==> src/rtl/uart_rx_port_pkg.sv <==
// Shared UART receive-side definitions: character length, RX deframer states
// and default widths used by uart_rx_port and its FIFO.
package uart_rx_port_pkg;

  localparam int UART_DEFAULT_DATA_LEN         = 8;
  localparam int UART_DEFAULT_BAUD_PERIOD_BITS = 16;
  localparam int UART_DEFAULT_FIFO_DEPTH_LOG2  = 3;

  typedef enum logic [1:0] {
    RX_IDLE  = 2'd0,
    RX_START = 2'd1,
    RX_DATA  = 2'd2,
    RX_STOP  = 2'd3
  } rx_state_e;

endpackage

==> src/rtl/uart_rx_sync_fifo.sv <==
// Show-ahead synchronous FIFO; head is valid the cycle after a push lands, pops advance next cycle.
// No backpressure of its own: push while full is ignored unless a pop happens in the same cycle.
module uart_rx_sync_fifo #(
  parameter int DEPTH_LOG2 = 3,
  parameter int WIDTH      = 8
) (
  input  logic             clk,
  input  logic             sync_reset,
  input  logic             push,
  input  logic [WIDTH-1:0] push_dat,
  input  logic             pop,
  output logic [WIDTH-1:0] head_dat,
  output logic             full,
  output logic             not_empty
);

  localparam int DEPTH = 1 << DEPTH_LOG2;
  localparam logic [DEPTH_LOG2:0]   FULL_CNT = (DEPTH_LOG2 + 1)'(DEPTH);
  localparam logic [DEPTH_LOG2:0]   CNT_ONE  = (DEPTH_LOG2 + 1)'(1);
  localparam logic [DEPTH_LOG2-1:0] PTR_ONE  = DEPTH_LOG2'(1);

  logic [WIDTH-1:0]      mem_q [DEPTH];
  logic [WIDTH-1:0]      mem_d [DEPTH];
  logic [DEPTH_LOG2-1:0] wr_ptr_q, wr_ptr_d;
  logic [DEPTH_LOG2-1:0] rd_ptr_q, rd_ptr_d;
  logic [DEPTH_LOG2:0]   count_q, count_d;
  logic                  do_push, do_pop;

  assign full      = (count_q == FULL_CNT);
  assign not_empty = (count_q != '0);
  assign do_pop    = pop & not_empty;
  // A full FIFO still accepts a push when the head leaves in the same cycle.
  assign do_push   = push & (~full | do_pop);
  assign head_dat  = not_empty ? mem_q[rd_ptr_q] : '0;

  always_comb begin
    mem_d    = mem_q;
    wr_ptr_d = wr_ptr_q;
    rd_ptr_d = rd_ptr_q;
    count_d  = count_q;
    if (do_push) begin
      mem_d[wr_ptr_q] = push_dat;
      wr_ptr_d        = wr_ptr_q + PTR_ONE;
    end
    if (do_pop) begin
      rd_ptr_d = rd_ptr_q + PTR_ONE;
    end
    case ({do_push, do_pop})
      2'b10:   count_d = count_q + CNT_ONE;
      2'b01:   count_d = count_q - CNT_ONE;
      default: count_d = count_q;
    endcase
  end

  always_ff @(posedge clk) begin
    if (sync_reset) begin
      wr_ptr_q <= '0;
      rd_ptr_q <= '0;
      count_q  <= '0;
    end else begin
      wr_ptr_q <= wr_ptr_d;
      rd_ptr_q <= rd_ptr_d;
      count_q  <= count_d;
    end
  end

  always_ff @(posedge clk) begin
    mem_q <= mem_d;
  end

endmodule

==> src/rtl/uart_rx_port.sv <==
// 8N1 UART receiver: 2-flop RXD sync, mid-bit sampling deframer, show-ahead byte FIFO; byte visible 1 clk after stop sample.
// No backpressure to the line: a byte arriving while the FIFO is full is dropped and flagged as overrun.
module uart_rx_port
  import uart_rx_port_pkg::*;
#(
  parameter int BAUD_PERIOD_BITS = UART_DEFAULT_BAUD_PERIOD_BITS,
  parameter int FIFO_DEPTH_LOG2  = UART_DEFAULT_FIFO_DEPTH_LOG2
) (
  input  logic                        clk,
  input  logic                        sync_reset,
  input  logic [BAUD_PERIOD_BITS-1:0] baud_rate_period_m1,
  input  logic                        RXD,
  input  logic                        fifo_read_req,
  input  logic                        clear_errors,
  output logic [7:0]                  rx_data_out,
  output logic                        rx_fifo_not_empty,
  output logic                        rx_fifo_full,
  output logic                        overrun_err,
  output logic                        frame_err,
  output logic                        rx_int_req
);

  localparam int DATA_LEN  = UART_DEFAULT_DATA_LEN;
  localparam int BIT_IDX_W = $clog2(DATA_LEN);
  localparam logic [BIT_IDX_W-1:0]        LAST_BIT = BIT_IDX_W'(DATA_LEN - 1);
  localparam logic [BIT_IDX_W-1:0]        IDX_ONE  = BIT_IDX_W'(1);
  localparam logic [BAUD_PERIOD_BITS-1:0] CNT_ONE  = BAUD_PERIOD_BITS'(1);

  logic                        rxd_meta_q, rxd_meta_d;
  logic                        rxd_s_q, rxd_s_d;
  logic                        rxd_prev_q, rxd_prev_d;
  logic                        rxd_s;
  rx_state_e                   state_q, state_d;
  logic [BAUD_PERIOD_BITS-1:0] cnt_q, cnt_d;
  logic [BAUD_PERIOD_BITS-1:0] period_q, period_d;
  logic [BIT_IDX_W-1:0]        bit_idx_q, bit_idx_d;
  logic [DATA_LEN-1:0]         shift_q, shift_d;
  logic                        overrun_q, overrun_d;
  logic                        frame_err_q, frame_err_d;
  logic                        push, frame_set, overrun_set;
  logic                        fifo_full, fifo_not_empty;

  assign rxd_s      = rxd_s_q;
  assign rxd_meta_d = RXD;
  assign rxd_s_d    = rxd_meta_q;
  assign rxd_prev_d = rxd_s_q;

  always_comb begin
    state_d   = state_q;
    cnt_d     = cnt_q;
    period_d  = period_q;
    bit_idx_d = bit_idx_q;
    shift_d   = shift_q;
    push      = 1'b0;
    frame_set = 1'b0;
    case (state_q)
      RX_IDLE: begin
        if (rxd_prev_q & ~rxd_s) begin
          period_d = baud_rate_period_m1;
          cnt_d    = '0;
          state_d  = RX_START;
        end
      end
      RX_START: begin
        // A start bit that is high again at mid-bit was only a glitch.
        if (cnt_q == (period_q >> 1)) begin
          cnt_d = '0;
          if (!rxd_s) begin
            bit_idx_d = '0;
            state_d   = RX_DATA;
          end else begin
            state_d = RX_IDLE;
          end
        end else begin
          cnt_d = cnt_q + CNT_ONE;
        end
      end
      RX_DATA: begin
        if (cnt_q == period_q) begin
          cnt_d     = '0;
          shift_d   = {rxd_s, shift_q[DATA_LEN-1:1]};
          bit_idx_d = bit_idx_q + IDX_ONE;
          if (bit_idx_q == LAST_BIT) begin
            state_d = RX_STOP;
          end
        end else begin
          cnt_d = cnt_q + CNT_ONE;
        end
      end
      RX_STOP: begin
        // Leave at mid stop bit so a start edge in its second half is caught.
        if (cnt_q == period_q) begin
          cnt_d     = '0;
          state_d   = RX_IDLE;
          push      = rxd_s;
          frame_set = ~rxd_s;
        end else begin
          cnt_d = cnt_q + CNT_ONE;
        end
      end
      default: state_d = RX_IDLE;
    endcase
  end

  assign overrun_set = push & fifo_full & ~fifo_read_req;
  assign overrun_d   = overrun_set | (overrun_q & ~clear_errors);
  assign frame_err_d = frame_set | (frame_err_q & ~clear_errors);

  always_ff @(posedge clk) begin
    if (sync_reset) begin
      rxd_meta_q  <= 1'b1;
      rxd_s_q     <= 1'b1;
      rxd_prev_q  <= 1'b1;
      state_q     <= RX_IDLE;
      cnt_q       <= '0;
      period_q    <= '0;
      bit_idx_q   <= '0;
      shift_q     <= '0;
      overrun_q   <= 1'b0;
      frame_err_q <= 1'b0;
    end else begin
      rxd_meta_q  <= rxd_meta_d;
      rxd_s_q     <= rxd_s_d;
      rxd_prev_q  <= rxd_prev_d;
      state_q     <= state_d;
      cnt_q       <= cnt_d;
      period_q    <= period_d;
      bit_idx_q   <= bit_idx_d;
      shift_q     <= shift_d;
      overrun_q   <= overrun_d;
      frame_err_q <= frame_err_d;
    end
  end

  uart_rx_sync_fifo #(
    .DEPTH_LOG2 (FIFO_DEPTH_LOG2),
    .WIDTH      (DATA_LEN)
  ) u_fifo (
    .clk        (clk),
    .sync_reset (sync_reset),
    .push       (push),
    .push_dat   (shift_q),
    .pop        (fifo_read_req),
    .head_dat   (rx_data_out),
    .full       (fifo_full),
    .not_empty  (fifo_not_empty)
  );

  assign rx_fifo_full      = fifo_full;
  assign rx_fifo_not_empty = fifo_not_empty;
  assign overrun_err       = overrun_q;
  assign frame_err         = frame_err_q;
  assign rx_int_req        = fifo_not_empty | overrun_q | frame_err_q;

endmodule

==> config.mk <==
export PLATFORM = sky130hd
export DESIGN_NAME = uart_rx_port
export DESIGN_NICKNAME = d
export VERILOG_FILES = /design/src/rtl/uart_rx_port_pkg.sv /design/src/rtl/uart_rx_sync_fifo.sv /design/src/rtl/uart_rx_port.sv
export SDC_FILE = /design/constraint.sdc
export NUM_CORES = 1
export LEC_CHECK = 0
export BUFFER_PORTS_ARGS = -buffer_cell sky130_fd_sc_hd__buf_2
export CORE_ASPECT_RATIO = 0.6
export CORE_MARGIN = 5
export CORE_UTILIZATION = 40
export CTS_CLUSTER_DIAMETER = 60
export DETAILED_ROUTE_END_ITERATION = 6
export PLACE_DENSITY = 0.63
export SLEW_MARGIN = 20
export SYNTH_ARGS = -nofsm -noshare
export SYNTH_HDL_FRONTEND = slang
export SYNTH_SLANG_ARGS = --single-unit
==> constraint.sdc <==
create_clock -name clk -period 4.2 [get_ports clk]
set_input_delay 0.21 -clock clk [delete_from_list [all_inputs] [get_ports clk]]
set_output_delay 0.21 -clock clk [all_outputs]
set_load 0.02 [all_outputs]
==> results of run 1 <==
[area by class of cell]
type | instances | area share (%)
clock inverters | 13 | 2.66
well taps | 192 | 3.67
multi-input cells | 322 | 35.2
flip-flops and latches | 124 | 47.8
inverters | 7 | 0.402
repair buffers | 43 | 3.75
clock buffers | 19 | 6.62
[tightest hold or removal path, stage by stage]
cell and delay (ps):
sky130_fd_sc_hd__buf_2 90, sky130_fd_sc_hd__nand2_1 40, sky130_fd_sc_hd__a21oi_1 50
[path summary, 6_finish.rpt]
path | startpoint | end | slack [ps] | depth (start not counted)
max reg2reg | cnt_q[9] | u_fifo.count_q[2] | 1060 | 12
min | baud_rate_period_m1[13] | period_q[13] | 30 | 3
max | cnt_q[9] | u_fifo.count_q[2] | 1060 | 12
min reg2reg | rxd_meta_q | rxd_prev_d | 410 | 1
[metal layers]
layer | share of wire, % | vias up | GRT usage (%)
met5 | 0 | - | 0
met4 | 0.89 | 0 | 5.41
met3 | 5.4 | 9 | 3.83
met2 | 44 | 98 | 22.7
met1 | 50 | 1789 | 21.9
li1 | - | 1788 | -
[state kept, by name, summed over array words and instances, names as in the netlist, 3 cells and up, named ones only]
| register | cells |
|---|---|
| u_fifo.wr_ptr_q | 3 |
| u_fifo.rd_ptr_q | 3 |
| u_fifo.mem_q | 64 |
| u_fifo.count_q | 4 |
| period_q | 16 |
| shift_q | 8 |
| cnt_q | 16 |
| bit_idx_q | 3 |
[Yosys cell counts]
cell,n,area [um^2]
sky130_fd_sc_hd__a22o_1,1,8.76
sky130_fd_sc_hd__nand3_1,11,55.1
sky130_fd_sc_hd__nor4_1,6,37.5
sky130_fd_sc_hd__nor4b_1,1,8.76
sky130_fd_sc_hd__nand2_1,68,255
sky130_fd_sc_hd__edfxtp_1,64,1920
sky130_fd_sc_hd__or4_1,2,15.0
sky130_fd_sc_hd__a31oi_1,9,56.3
sky130_fd_sc_hd__nor3_1,6,30.0
sky130_fd_sc_hd__xor2_2,4,65.1
sky130_fd_sc_hd__xor2_1,34,298
sky130_fd_sc_hd__or3b_2,2,17.5
sky130_fd_sc_hd__ha_1,8,100
sky130_fd_sc_hd__buf_6,6,67.6
sky130_fd_sc_hd__a211oi_1,2,15.0
sky130_fd_sc_hd__buf_2,5,25.0
sky130_fd_sc_hd__nand2b_1,1,6.26
sky130_fd_sc_hd__or2_2,5,31.3
sky130_fd_sc_hd__and3_1,1,6.26
sky130_fd_sc_hd__mux2i_1,18,180
sky130_fd_sc_hd__mux4_2,16,360
sky130_fd_sc_hd__or3_1,5,31.3
sky130_fd_sc_hd__nor4_4,4,85.1
sky130_fd_sc_hd__o21a_1,1,7.51
sky130_fd_sc_hd__dfxtp_1,60,1200
sky130_fd_sc_hd__nand4_4,1,21.3
sky130_fd_sc_hd__and2_1,2,12.5
sky130_fd_sc_hd__nor2_1,50,188
sky130_fd_sc_hd__nor4_2,1,12.5
sky130_fd_sc_hd__clkbuf_1,24,90.1
sky130_fd_sc_hd__nand4_1,7,43.8
sky130_fd_sc_hd__xnor2_1,4,35.0
sky130_fd_sc_hd__inv_1,7,26.3
sky130_fd_sc_hd__nor2b_1,2,12.5
sky130_fd_sc_hd__nand3b_1,4,30.0
sky130_fd_sc_hd__buf_4,1,7.51
sky130_fd_sc_hd__nor3b_1,4,30.0
sky130_fd_sc_hd__o31a_1,1,8.76
sky130_fd_sc_hd__a22oi_1,6,45.0
sky130_fd_sc_hd__buf_1,2,7.51
sky130_fd_sc_hd__a21oi_1,28,140
sky130_fd_sc_hd__o21ai_0,7,35.0
[logic make-up (layout without fill, tap and decap cells)]
kind of cell / after synthesis / in the layout / share of synthesized area [%]
AND/OR/NAND/NOR: 183 / 183 / 16.5
flip-flops: 124 / 124 / 55.5
AO/OA/AOI/OAI: 55 / 55 / 5.62
buffers and inverters: 45 / 82 / 3.98
XOR/XNOR: 42 / 42 / 7.07
multiplexers: 34 / 34 / 9.60
adder cells (fa/ha/maj): 8 / 8 / 1.78
[where the power goes]
part           leakage, nW  internal [W]  switching [W]
registers             1.08       0.00127      0.0000140
clock network        0.278      0.000983       0.000512
logic                 1.07     0.0000401      0.0000620
total                 2.42       0.00229       0.000588
[layout by cell type (no fill, tap or decap), drive strengths merged, types with 4 or more instances in the layout]
cell type  synthesis  final
nand2             68     68
nor4              11     11
edfxtp            64     64
clkinvlp           0      5
nand4              8      8
nand3b             4      4
clkinv             0      4
dfxtp             60     60
or3                5      5
nand3             11     11
or2                5      5
a22oi              6      6
mux4              16     16
ha                 8      8
xnor2              4      4
mux2i             18     18
xor2              38     38
a21oi             28     28
buf               14     42
bufinv             0      4
o21ai              7      7
inv                7      7
nor3b              4      4
a31oi              9      9
clkbuf            24     19
nor3               6      6
nor2              50     50
[per-stage QoR]
step	area, um^2	instances	hold WS [ps]	power [W]	worst slack (ps)
floorplan	5630	491	314	0.00138	1170
global placement	5920	687	395	0.00141	1210
detailed placement	5920	687	397	0.00141	1100
CTS	6540	720	17.3	0.00290	1080
global route	6540	720	34.5	0.00298	718
finish	6540	720	25.7	0.00288	1060
==> run summary, run 1 <==
The logs give 13,700 um^2 for the area of the core and 124 for the clock net sink count. Cells with a size suffix above 1 make up 20.1% of the layout. After clock tree synthesis, the setup repair step added 0 buffers. Clock buffer count from CTS: 17. The detail-routed via count per cell works out to 5.12.

Routability-driven placement finished with a final weighted congestion of 0.871. For the share of synthesized area occupied by flip-flops and latches, the log shows 55.5%. The critical path is of the reg -> reg type. In this run the cell area of the synthesized design comes to 5630 um^2.

In this run the static leakage power is 2.42 nW. Relative to the synthesized area, the layout overhead comes to 16.2%. The signal on the critical path passes through xor2_2 -> nor4_4 -> nand4_4 -> nor3_1 -> inv_1 -> ha_1 -> xor2_1 -> ha_1 -> a21oi_1 -> xor2_1 -> or3_1 -> a21oi_1. The tools report the post-route core utilization as 47.7%. Setup violations remaining at the end of the flow were counted as 0. For the worst setup path, the data required time is 4540 ps. Total number of vias: 3,684. Setup total negative slack on the finished layout was measured at 0 ps. The logs give 16,600 um^2 for the die area and 0 for the total inserted antenna cells.

In this run the worst hold path is classified as in -> reg. In this run the core area contains 33 standard-cell rows. The number of detailed-route iterations in the first pass came out at 4. Setup repair after global routing left no endpoint under its margin. The root buffer cell chosen for the clock tree is sky130_fd_sc_hd__clkbuf_16. Dividing total power by cell area gives a power density of 441 nW/um^2. Static timing analysis puts the maximum clock frequency at 318 MHz.

Top-level I/O count: 34. The total number of nets in the final design is 544, and the worst-skew pair later-pin latency is 420 ps. The tools report the worst clock skew on the final layout as 11.4 ps.

The initial antenna violation count is 0, and the number of port buffers is 33. The worst setup path is captured at a register. The worst path uses 74.8% of the clock period. Wires add up to 12,000 um. The logs give 0 for the number of design rule violations left after detail routing and 191 for the violation count after the first detailed-route iteration. Number of endpoints with negative hold slack in the final report: 0. The time the final worst path needs with I/O delays and setup was 3140 ps. For the number of gates resized after cts, the log shows 0.

The worst pin sits at a relative slew slack of 27.5%. After filler insertion, the fill cell instance count of the layout stands at 1,237. Once the floorplan was initialized, standard cells occupied 41.1% of the core.

The number of buffers and inverters on the critical path was 1; the number of instances in the synthesized netlist was 491. The maximum fanout along the worst path is 8, and the global-route wire length before repair is 19,400 um. The logs give 3,627 for the via count of the first global-routing pass and 520 for the post-synthesis net count.

Averaged over all synthesized cells, the footprint is 11.5 um^2. Library cell contributing the largest single delay on the critical path: sky130_fd_sc_hd__dfxtp_1. The worst setup path is launched from a register.

The global routing usage summed across all routing layers is 15.3%. At the pin with the least slew margin, the transition time is 1080 ps. The total of hold buffers inserted after clock tree synthesis is 1, and the overall overflow remaining after global route is 0. The H-tree generated during clock tree synthesis spans 4 levels. The average detailed-routed wire length per instance is 16.6 um. The die boundary height is 102 um, and the maximum buffer depth of the clock tree is 2. The Yosys step of the flow raised 0 warnings.

The area of the multi-input gates is 2300 um^2. Across the VDD grid, the largest voltage drop is 0.286 mV. The reported max-cap violation count is 0.

After synthesis the netlist holds a flip-flop and latch count of 124. TritonCTS built the clock tree. On the critical path the largest part of the delay comes from simple AND/OR/NAND/NOR gates.

For the number of distinct library cell variants in the gate-level netlist after synthesis, the log shows 42. The tools report the max-slew violation count as 0. Summing all flip-flop and latch instances after layout gives 3120 um^2. The endpoint arrival time on the critical path came out at 3480 ps.

Entering global routing, the biggest net connects 61 pins. The run finished with clean final reports. The die is 163 um wide. The final antenna-violating net count was 0; the clock-pin slew on the worst setup and hold paths was 60 ps. In this design, the stage delay of the slowest critical-path cell is 520 ps. The HPWL after detailed placement is 7990 um.
(Power assumes the default switching activity.)
==> inputs of run 2 (changes only) <==
- clock period: 4.2 -> 3.1 ns (I/O delays scaled with it)
==> run 2 against run 1 <==
  * Sequential share of layout area decreased by 2.4 points
  * Non-clock buffer count increased by 36
  * Register-to-register slack got worse by 860 ps
  * Global-route usage increased by 1.0 points
  * First-iteration DRC count increased by 73%
  * Critical endpoint unchanged
  * Largest power group unchanged
  * Highest routed layer unchanged
==> run summary, run 2 (synthesis results as in run 1) <==
The core region is 13,700 um^2. The worst register-to-register path has a setup slack of 200 ps. The worst path meets setup with 201 ps of slack. The total number of vias is 3,861.

Registers are responsible for 42.8% of the overall power. The total wire length after detailed routing is 12,600 um. Measured along the x axis, the die boundary spans 163 um.

TritonCTS built the clock tree. The initialized floorplan defines 33 standard-cell rows. The tree is rooted in a sky130_fd_sc_hd__clkbuf_16. The signal on the critical path passes through xor2_2 -> nor4_4 -> nand4_4 -> nor3_2 -> inv_1 -> ha_1 -> xor2_1 -> ha_1 -> a21oi_1 -> xor2_1 -> or3_1 -> a21oi_1. In the layout the commonest cells are sky130_fd_sc_hd__nand2_1 (68), sky130_fd_sc_hd__edfxtp_1 (64), sky130_fd_sc_hd__dfxtp_1 (58).

Entering global routing, the biggest net connects 61 pins. The largest stage delay on the critical path is 360 ps. From synthesis to final layout, the design area changed by 22.4%. Of the cells placed in the final design, the portion with a size suffix greater than 1 is 23.8%. The detail-routed via count per cell came out at 5.11. Type of the worst setup path: reg -> reg. VDD sags by at most 0.380 mV. The origin of the worst setup path is period_q[14].

The library cell contributing the largest single delay on the critical path is sky130_fd_sc_hd__dfxtp_1. Once layout is complete, the utilization of the core stands at 50.3%. Clock tree synthesis found a total of 124 sinks. Among cell families on the critical path, the largest total delay comes from simple AND/OR/NAND/NOR gates. The combinational fraction of design power was 4.2%.

STA classifies the critical path endpoint as a register. The switching part of the total power works out to 20.4%. Setup repair after global routing left no endpoint under its margin. Total number of nets in the final design: 580. For the worst setup path, the data arrival time is 3230 ps. More flip-flops sit in one register than any other, and that register is u_fifo.mem_q. Reg-to-reg critical path endpoint: u_fifo.count_q[2]. In the final timing run, aggregate negative setup slack is 0 ps. For the pin with the worst max-slew slack, the measured transition is 949 ps. The average detailed-routed wire length per instance works out to 16.7 um. After global routing the overflow that remains totals 0. In the final layout, the registers with the most flip-flops are u_fifo.mem_q: 64 flops, cnt_q: 16 flops, period_q: 16 flops.

Data required time of the critical path: 3430 ps. Clock-pin slew was measured on the worst setup and hold paths at 60 ps. Die area: 16,600 um^2. For this design the total switching power over the nets is 0.000829 W. Static timing analysis puts the maximum clock frequency at 345 MHz.

The tools report the number of endpoints with negative hold slack in the final report as 0. At the end of routability-driven placement, the weighted congestion stood at 0.841. The number of H-tree levels came out at 4.

The worst hold path belongs to the class in -> reg. The number of clock buffers added by TritonCTS is 17. The max-slew violation count came out at 0. The clock arrives with 16.3 ps of skew. The maximum buffer depth of the clock tree came out at 2. The analysis attributes to cell leakage a power of 2.62 nW. Via count of the first global-routing pass: 3,778. The run gives 330 as the violation count after the first detailed-route iteration. The internal power summed over all cells was 0.00323 W; the global routing usage summed across all routing layers was 16.3%.

The worst register-to-register path begins at period_q[14]. The number of design rule violations left after detail routing came out at 0. The first detailed-routing pass took 5 iterations. Timing analysis after detailed placement gives a worst setup slack of 111 ps. The time the final worst path needs with I/O delays and setup is 2900 ps. The worst setup path is launched from a register. Counting buffers and inverters, the worst setup path is 12 cells deep. Once detail routing completed, the nets flagged for antenna violations numbered 0. For the initial antenna violation count, the log shows 0.

34 I/O pins were placed. For the worst slew slack as a fraction of its limit, the log shows 36.6%. The flow ran to the end, and the final reports show no timing, DRC or antenna violations. The first global-routing pass estimated 20,500 um of wire. The power per cell area was 588 nW/um^2; the effective utilization at floorplan was 41.1%. The number of buffers and inverters on the critical path came out at 1.

The repair_antennas step left the layout with diodes totalling 0. Leading cell type in the layout, fill and taps excluded: sky130_fd_sc_hd__nand2_1. Along the worst path, the maximum fanout reaches 5. The HPWL after detailed placement is 8590 um. The final number of setup-violating endpoints was 0. The floorplan step set the die height to 102 um. Number of port buffers: 33. Of the available clock period, the critical path in the final layout requires 93.5%. The tool flagged a number of max-cap violations equal to 0. The flip-flop count of the largest register after layout is 64.

Last element of the critical path: u_fifo.count_q[2]. The number of cells on the worst reg-to-reg path came out at 12. The later pin in the worst-skew pair is clocked with a latency of 410 ps. The clock network is responsible for 53.0% of the overall power.
==> run 2: cell types whose count changed in the layout (fill, tap and decap cells not counted), moves of 2 or more <==
cell,change
sky130_fd_sc_hd__clkinv_1,-3
sky130_fd_sc_hd__clkinvlp_4,-2
sky130_fd_sc_hd__dlygate4sd3_1,+14
sky130_fd_sc_hd__clkinv_4,+2
sky130_fd_sc_hd__buf_4,+22
sky130_fd_sc_hd__inv_6,+2
==> run 2: repair_timing <==
item	4_1_cts	5_1_grt
endpoints found under the hold margin	15	0
setup buffers	0	0
hold buffers	15	0
gates resized for setup	0	5
endpoints found under the setup margin	0	2
==> run 2: power groups by stage <==
| stage | Combinational, W | Sequential [W] | Clock (W) |
|---|---|---|---|
| final | 0.000170 | 0.00174 | 0.00215 |
| after global routing | 0.000187 | 0.00174 | 0.00227 |
| after CTS | 0.000169 | 0.00174 | 0.00218 |
| after detailed placement | 0.000153 | 0.00177 | 0 |
| after global placement | 0.000152 | 0.00177 | 0 |
| after floorplan | 0.000108 | 0.00176 | 0 |
==> run 2: how the worst min path moves through the flow <==
stage                                       from           to  cells after the start
after floorplan                              RXD   rxd_meta_q                      1
after global placement                       RXD   rxd_meta_q                      2
after detailed placement                     RXD   rxd_meta_q                      2
after CTS                 baud_rate_period_m1[1]  period_q[1]                      3
after global routing      baud_rate_period_m1[1]  period_q[1]                      3
final                     baud_rate_period_m1[1]  period_q[1]                      3
==> run 2: worst reg2reg max path: stages, from the launching register on <==
cell	delay, ps
sky130_fd_sc_hd__dfxtp_1	360
sky130_fd_sc_hd__xor2_2	210
sky130_fd_sc_hd__nor4_4	340
sky130_fd_sc_hd__nand4_4	150
sky130_fd_sc_hd__nor3_2	260
sky130_fd_sc_hd__inv_1	140
sky130_fd_sc_hd__ha_1	270
sky130_fd_sc_hd__xor2_1	170
sky130_fd_sc_hd__ha_1	210
sky130_fd_sc_hd__a21oi_1	150
sky130_fd_sc_hd__xor2_1	100
sky130_fd_sc_hd__or3_1	310
sky130_fd_sc_hd__a21oi_1	130
==> run 2: area by class of cell <==
type	instances	area (um^2)
Fill cell	1227	6820
Clock inverter	14	218
Multi-Input combinational cell	322	2300
Clock buffer	18	429
Inverter	7	26.3
Tap cell	192	240
Sequential cell	124	3130
Timing Repair Buffer	79	551
==> run 2: per-stage QoR <==
stage,hold WS [ps],cells,instance area [um^2],total power [W]
after global placement,343,709,6080,0.00192
after CTS,0.578,756,6870,0.00408
after detailed placement,343,709,6080,0.00192
final,11.0,756,6890,0.00406
after global routing,28.1,756,6890,0.00419
after floorplan,259,491,5630,0.00187
==> run 2: layer usage <==
layer / up-vias / routed length, um / global-route usage, %
met2: 121 / 5440 / 23.8
met1: 1864 / 6180 / 24.0
li1: 1869 / - / -
met4: 0 / 102 / 4.77
met3: 7 / 899 / 4.15
met5: - / 0 / 0
